`src/rtl/abc_input_debounce_pkg.sv`:
```
// abc_input_debounce_pkg
//   Shared constants for the slide-switch debouncer: the per-channel state
//   encoding, the channel count and the default build parameters.
package abc_input_debounce_pkg;

  // Per-channel debounce state, kept as plain constants so older tools and
  // waveform viewers show the raw encoding.
  typedef logic [0:0] ch_state_t;
  localparam ch_state_t ST_STABLE = 1'b0;
  localparam ch_state_t ST_COUNT  = 1'b1;

  localparam int NUM_CHANNELS            = 3;
  localparam int DEFAULT_SYNC_STAGES     = 2;
  localparam int DEFAULT_CNT_W           = 16;
  localparam int DEFAULT_DEBOUNCE_CYCLES = 50000;

endpackage

```
`src/rtl/abc_input_debounce_if.sv`:
```
// abc_input_debounce_if
//   Bundles the three raw switch pins and the conditioned outputs.
//   master : drives sw_a/sw_b/sw_c, observes the clean levels
//   slave  : the debouncer, consumes raw pins and drives a/b/c/changed/stable
//   sw_a, sw_b, sw_c : raw switch levels, asynchronous to clk
//   a, b, c          : debounced levels, registered
//   changed          : one-cycle pulse in the first cycle any of a/b/c is new
//   stable           : high while no channel is counting
interface abc_input_debounce_if;
  logic sw_a;
  logic sw_b;
  logic sw_c;
  logic a;
  logic b;
  logic c;
  logic changed;
  logic stable;

  modport master (
    output sw_a, sw_b, sw_c,
    input  a, b, c, changed, stable
  );

  modport slave (
    input  sw_a, sw_b, sw_c,
    output a, b, c, changed, stable
  );
endinterface

```
`src/rtl/abc_input_debounce_channel.sv`:
```
// debounce_channel
//   One switch channel: a SYNC_STAGES-deep synchroniser followed by a two-state
//   debounce FSM. The level only moves after the synchronised input has
//   disagreed with it on DEBOUNCE_CYCLES+1 consecutive edges (the first edge
//   starts the count, the last one commits the new value).
//   clk     : system clock, rising edge
//   rst_n   : asynchronous active-low reset
//   raw     : raw switch pin
//   level   : debounced level, registered
//   flip    : combinational, high in the cycle whose closing edge updates level
//   settled : high while the FSM is in ST_STABLE
module debounce_channel
  import abc_input_debounce_pkg::*;
#(
  parameter int SYNC_STAGES     = DEFAULT_SYNC_STAGES,
  parameter int CNT_W           = DEFAULT_CNT_W,
  parameter int DEBOUNCE_CYCLES = DEFAULT_DEBOUNCE_CYCLES
) (
  input  logic clk,
  input  logic rst_n,
  input  logic raw,
  output logic level,
  output logic flip,
  output logic settled
);

  localparam logic [CNT_W-1:0] TARGET = CNT_W'(DEBOUNCE_CYCLES);

  logic [SYNC_STAGES-1:0] sync_q;
  logic                   synced;
  logic                   disagree;
  ch_state_t              state;
  logic [CNT_W-1:0]       cnt;

  // Synchroniser shift chain; bit 0 is the metastability-exposed flop.
  always_ff @(posedge clk or negedge rst_n) begin
    if (!rst_n) begin
      sync_q <= '0;
    end else begin
      sync_q <= {sync_q[SYNC_STAGES-2:0], raw};
    end
  end

  assign synced   = sync_q[SYNC_STAGES-1];
  assign disagree = (synced != level);

  // The commit condition is exposed so the top can register one shared
  // change strobe aligned with the new level.
  assign flip    = (state == ST_COUNT) && disagree && (cnt == TARGET);
  assign settled = (state == ST_STABLE);

  // Debounce FSM. Any agreeing sample during a count is a bounce and throws
  // the count away; the counter stops at TARGET so it can never wrap.
  always_ff @(posedge clk or negedge rst_n) begin
    if (!rst_n) begin
      state <= ST_STABLE;
      cnt   <= '0;
      level <= 1'b0;
    end else if (state == ST_STABLE) begin
      if (disagree) begin
        state <= ST_COUNT;
        cnt   <= CNT_W'(1);
      end
    end else begin
      if (!disagree) begin
        state <= ST_STABLE;
        cnt   <= '0;
      end else if (cnt == TARGET) begin
        level <= synced;
        state <= ST_STABLE;
        cnt   <= '0;
      end else begin
        cnt <= cnt + CNT_W'(1);
      end
    end
  end

endmodule

```
`src/rtl/abc_input_debounce.sv`:
```
// abc_input_debounce
//   Conditions three raw slide switches into clean levels for the downstream
//   3-input logic stage, plus a change strobe and an all-settled flag.
//   clk   : system clock, all state on the rising edge
//   rst_n : asynchronous active-low reset
//   bus   : slave side of abc_input_debounce_if (sw_a..sw_c in,
//           a, b, c, changed, stable out)
module abc_input_debounce
  import abc_input_debounce_pkg::*;
#(
  parameter int SYNC_STAGES     = DEFAULT_SYNC_STAGES,
  parameter int CNT_W           = DEFAULT_CNT_W,
  parameter int DEBOUNCE_CYCLES = DEFAULT_DEBOUNCE_CYCLES
) (
  input  logic                 clk,
  input  logic                 rst_n,
  abc_input_debounce_if.slave  bus
);

  logic [NUM_CHANNELS-1:0] flip;
  logic [NUM_CHANNELS-1:0] settled;
  logic                    changed_q;

  debounce_channel #(
    .SYNC_STAGES(SYNC_STAGES), .CNT_W(CNT_W), .DEBOUNCE_CYCLES(DEBOUNCE_CYCLES)
  ) u_ch_a (
    .clk(clk), .rst_n(rst_n), .raw(bus.sw_a),
    .level(bus.a), .flip(flip[0]), .settled(settled[0])
  );

  debounce_channel #(
    .SYNC_STAGES(SYNC_STAGES), .CNT_W(CNT_W), .DEBOUNCE_CYCLES(DEBOUNCE_CYCLES)
  ) u_ch_b (
    .clk(clk), .rst_n(rst_n), .raw(bus.sw_b),
    .level(bus.b), .flip(flip[1]), .settled(settled[1])
  );

  debounce_channel #(
    .SYNC_STAGES(SYNC_STAGES), .CNT_W(CNT_W), .DEBOUNCE_CYCLES(DEBOUNCE_CYCLES)
  ) u_ch_c (
    .clk(clk), .rst_n(rst_n), .raw(bus.sw_c),
    .level(bus.c), .flip(flip[2]), .settled(settled[2])
  );

  // Registering the OR lines the pulse up with the levels it announces and
  // merges simultaneous flips on several channels into a single pulse.
  always_ff @(posedge clk or negedge rst_n) begin
    if (!rst_n) begin
      changed_q <= 1'b0;
    end else begin
      changed_q <= |flip;
    end
  end

  assign bus.changed = changed_q;
  assign bus.stable  = &settled;

endmodule

```
`src/flat_wrapper.sv`:
```
// flat-port wrapper written by rule: the top's interface ports become plain ports
module abc_input_debounce_flat import abc_input_debounce_pkg::*;
#(
  parameter int SYNC_STAGES     = DEFAULT_SYNC_STAGES,
  parameter int CNT_W           = DEFAULT_CNT_W,
  parameter int DEBOUNCE_CYCLES = DEFAULT_DEBOUNCE_CYCLES
)
  (clk, rst_n, bus_sw_a, bus_sw_b, bus_sw_c, bus_a, bus_b, bus_c, bus_changed, bus_stable);
  abc_input_debounce_if bus_i ();
  input  logic clk;
  input  logic rst_n;
  input wire logic [$bits(bus_i.sw_a)-1:0] bus_sw_a;
  input wire logic [$bits(bus_i.sw_b)-1:0] bus_sw_b;
  input wire logic [$bits(bus_i.sw_c)-1:0] bus_sw_c;
  output wire logic [$bits(bus_i.a)-1:0] bus_a;
  output wire logic [$bits(bus_i.b)-1:0] bus_b;
  output wire logic [$bits(bus_i.c)-1:0] bus_c;
  output wire logic [$bits(bus_i.changed)-1:0] bus_changed;
  output wire logic [$bits(bus_i.stable)-1:0] bus_stable;
  assign bus_i.sw_a = bus_sw_a;
  assign bus_i.sw_b = bus_sw_b;
  assign bus_i.sw_c = bus_sw_c;
  assign bus_a = bus_i.a;
  assign bus_b = bus_i.b;
  assign bus_c = bus_i.c;
  assign bus_changed = bus_i.changed;
  assign bus_stable = bus_i.stable;
  abc_input_debounce #(.SYNC_STAGES(SYNC_STAGES), .CNT_W(CNT_W), .DEBOUNCE_CYCLES(DEBOUNCE_CYCLES)) u_core (.clk(clk), .rst_n(rst_n), .bus(bus_i));
endmodule
```
`config.mk`:
```
export PLATFORM = sky130hd
export DESIGN_NAME = abc_input_debounce_flat
export DESIGN_NICKNAME = d
export VERILOG_FILES = /design/src/rtl/abc_input_debounce_pkg.sv /design/src/rtl/abc_input_debounce_if.sv /design/src/rtl/abc_input_debounce_channel.sv /design/src/rtl/abc_input_debounce.sv /design/src/flat_wrapper.sv
export SDC_FILE = /design/constraint.sdc
export NUM_CORES = 1
export LEC_CHECK = 0
export CORE_AREA = 4 4 102 104
export DETAILED_ROUTE_END_ITERATION = 8
export DIE_AREA = 0 0 106 108
export PLACE_DENSITY_LB_ADDON = 0.25
export SETUP_SLACK_MARGIN = 0.1
export SLEW_MARGIN = 10
export SYNTH_ARGS = -nofsm -noshare
export SYNTH_HDL_FRONTEND = slang
export SYNTH_HIERARCHICAL = 1
export SYNTH_SLANG_ARGS = --single-unit
```
`constraint.sdc`:
```
create_clock -name clk -period 2.7 [get_ports clk]
set_clock_uncertainty 0.1 [all_clocks]
set_input_delay 0.54 -clock clk [delete_from_list [all_inputs] [get_ports clk]]
set_output_delay 0.54 -clock clk [all_outputs]
set_load 0.03 [all_outputs]
```
==> key figures <==
STA
  – Fin crit share: 0.902
  – TNS Setup: 0 ns
  – Final setup viols: 0
  – Fmax: 411 MHz
  – Fin crit period: ~2.4 ns
  – Worst slew pin tran: just under 0.7 ns
  – Min Hold Slack: 0.0829 ns
  – RSZ-0062 raised after global routing: false
  – Final Hold Fails: 0
  – Slew Limit Fails: 0
  – Rel. slew slack: 0.543

Job
  – Max-cap violations: 0

Routing
  – # DRC: 0
  – Post-Route WL: 7.59 mm
  – DRT antenna net count: 0
  – WL per Instance: 15.1 um
  – Drt pass-1 iters: 4
  – Via count: 2858
  – Via density: roughly 5.7
  – Initial DRC Count: roughly 190

Worst setup path
  – CP Launch Point: u_core/u_ch_a/cnt[0]
  – Critical Path RT: roughly 2.8 ns
  – FF-to-FF Start: u_core/u_ch_a/cnt[0]
  – Reg2reg path depth: 7
  – Crit Path Class: register to register
  – R2r setup slk: 0.27 ns
  – Critical Path Sink: u_core/u_ch_a/cnt[15]
  – CP Capture Type: register
  – RR Endpoint: u_core/u_ch_a/cnt[15]
  – Worst Path Arrival: 2.56 ns
  – Max FO, Critical Path: 19
  – CP startpoint kind: register

Clock network
  – Post-cts resize count: 0
  – Worst-path clk slew: 0.08 ns
  – H-tree levels: 3
  – Total CTS buffers: 9
  – # hold bufs at CTS: 0
  – Worst-Skew Late Latency: ~0.35 ns
  – # Post-CTS Setup Buffers: 0
  – CTS Buffer Depth: 2
  – CTS tree: built
  – CTS Sinks: 61
  – Root Buffer: clkbuf_8

Logic synthesis
  – Cell variety after synth: 31
  – Leading area contributor after synthesis: dfrtp_1
  – Post-Syn Area: roughly 0.0035 mm^2
  – Post-synth EDFFs: 0
  – Synth Area in Compound Gates: 0.196
  – Synth Instances: 352
  – Syn Nets: 363
  – Xor and xnor area share after synthesis: 0.0225
  – Asr flop ratio synth: 1.00
  – Synth Area in Adders: 0.0214
  – Sequential share of the synthesized area: 0.435
  – Yosys reg bits: 61
  – Largest family of logic cells by synthesized area: simple AND/OR/NAND/NOR gates
  – YS warnings: 6
  – Synth Area in Simple Gates: 0.267
  – Area share of the largest cell type after synthesis: 0.435
  – Mux share of post-synthesis cell area: 0.0192
  – Most common flop cell mapped by yosys: dfrtp_1
  – Syn avg cell area: 9.97 um^2
  – Area contributors post-synth: dfrtp_1 43%, a22o_1 5.2%, o311ai_0 5.0%

Power and ir drop
  – Share of power burned in registers: 0.490
  – Sw frac: 0.248
  – Psw: 0.000482 W
  – Internal Power: 0.00146 W
  – Combinational power share: 0.069
  – Power Density: roughly 490 mW/mm^2
  – Pwr Total: 0.00194 W
  – Pleak: 1.52 nW
  – Clock network power share: 0.442
  – Worst VDD drop: 0.318 mV

Finish
  – P&R area growth vs syn: 12.7%
  – Antenna diodes: 0
  – Area occupied by multi-input gates: 0.00185 mm^2
  – Share of post-route cells with drive strength above 1: 0.132
  – Final non-filler cell total: 503
  – FILL cells: 951
  – Final #Nets: 376
  – Sequential cell area: 0.00153 mm^2
  – Final Util: 0.414

Global routing
  – First-pass GRT wire length: 13.4 mm
  – Congestion Overflow GR: 0
  – Total Routing Usage GR: 0.144
  – Initial antenna violation count: 0
  – Largest net degree at the start of global routing: 62
  – Vias in the first global route: 2712

Floorplan
  – Core ar.: roughly 0.0095 mm^2
  – DIE WIDTH: roughly 110 um
  – Ports: 10
  – Starting density of the core: 0.368
  – Die Footprint: 0.0114 mm^2
  – # rows: 36
  – Die height: 108 um

Place
  – HPWL reported at the end of detailed placement: approximately 5.1 mm
  – Port Buffers: 9
  – Gpl congestion: 0.843
  – DP Cell Count: 487

Status
  – Run status: finished clean

Worst hold path
  – Hold crit path type: input pin to async pin
==> cells in the final DEF, fill, tap and decap left out, drive strengths merged, types with 4 or more instances in the layout <==
| cell | synthesis | routed |
|---|---|---|
| dfrtp | 61 | 61 |
| nand2 | 27 | 27 |
| nor4 | 25 | 25 |
| nor3 | 24 | 24 |
| a22o | 21 | 21 |
| o311ai | 20 | 20 |
| o21a | 20 | 20 |
| nor2 | 19 | 19 |
| nand4 | 18 | 18 |
| o31ai | 16 | 16 |
| inv | 12 | 12 |
| clkbuf | 9 | 11 |
| nor3b | 11 | 11 |
| nand3 | 9 | 9 |
| buf | 6 | 9 |
| clkdlybuf4s50 | 0 | 8 |
| xnor2 | 6 | 6 |
| or2 | 6 | 6 |
| mux2 | 6 | 6 |
| nor2b | 6 | 6 |
| ha | 6 | 6 |
| or4b | 6 | 6 |
| and3 | 4 | 4 |
==> critical path, stage by stage, from the launching register on <==
cell     delay [ns]
dfrtp_1        0.42
inv_1          0.10
ha_1           0.14
or4b_4         0.47
nor4_4         0.44
buf_4          0.30
o31ai_1        0.10
a22o_1         0.25
==> cells in the mapped netlist, drive strengths merged (4+ instances only) <==
master / n
dfrtp: 61
nand2: 27
nor4: 25
nor3: 24
a22o: 21
o21a: 20
o311ai: 20
nor2: 19
nand4: 18
o31ai: 16
inv: 12
nor3b: 11
clkbuf: 9
nand3: 9
buf: 6
ha: 6
mux2: 6
nor2b: 6
or2: 6
or4b: 6
xnor2: 6
and3: 4
==> area by class of cell <==
cell class	instances	share of cell area
clock buffers	11	0.0383
clock inverters	5	0.0149
inverters	12	0.0114
multi-input cells	264	0.468
flip-flops and latches	61	0.386
well taps	133	0.0421
repair buffers	17	0.0399
==> cell families after synthesis <==
kind of cell               Yosys count
and+or+nand+nor                    159
adders and majority gates            6
buffers and inverters               27
DFF                                 61
xor gates and xnor gates             9
muxes                                6
AOI/OAI and AO/OA                   84
==> metal layers <==
layer / GRT usage / share of wire / routed length [um]
met5: 0 / 0 / 0
met3: 0.0322 / 0.041 / 313
met4: 0.0712 / 0.024 / 180
met1: 0.204 / 0.50 / 3780
met2: 0.207 / 0.44 / 3310
==> sequential cells by signal, summed over array words and instances, names as in the netlist <==
register / flops
u_core/u_ch_b/cnt: 16
u_core/u_ch_b/state: 1
u_core/u_ch_c/level: 1
u_core/u_ch_c/cnt: 16
u_core/u_ch_a/state: 1
u_core/u_ch_a/cnt: 16
u_core/bus.changed: 1
u_core/u_ch_a/sync_q: 2
u_core/u_ch_c/sync_q: 2
u_core/u_ch_b/sync_q: 2
u_core/u_ch_c/state: 1
u_core/u_ch_b/level: 1
u_core/u_ch_a/level: 1
==> worst min-delay path by stage <==
stage	endpoint	slack, ns	cells after the start
2_1_floorplan	u_core/bus.changed	0.14	0
6_report	u_core/u_ch_c/cnt[11]	0.08	2
4_1_cts	u_core/u_ch_c/cnt[9]	0.1	2
3_3_place_gp	u_core/u_ch_b/sync_q[1]	0.23	0
3_5_place_dp	u_core/u_ch_a/sync_q[1]	0.24	0
5_1_grt	u_core/u_ch_c/cnt[8]	0.12	2
==> metrics by stage <==
stage          setup slack (ns)  area, um^2
2_1_floorplan             0.548        3510
3_3_place_gp              0.378        3740
3_5_place_dp              0.294        3740
4_1_cts                   0.222        3960
5_1_grt                   0.122        3960
6_report                  0.265        3960
==> power groups by stage <==
| stage | Combinational (W) | Clock [W] | Sequential [W] |
|---|---|---|---|
| after CTS | 0.000136 | 0.000885 | 0.000950 |
| final | 0.000133 | 0.000857 | 0.000950 |
| after floorplan | 0.0000876 | 0 | 0.000964 |
| after global routing | 0.000153 | 0.000928 | 0.000953 |
| after global placement | 0.000134 | 0 | 0.000966 |
| after detailed placement | 0.000136 | 0 | 0.000967 |
No activity file was read; power rests on OpenSTA's default activity.
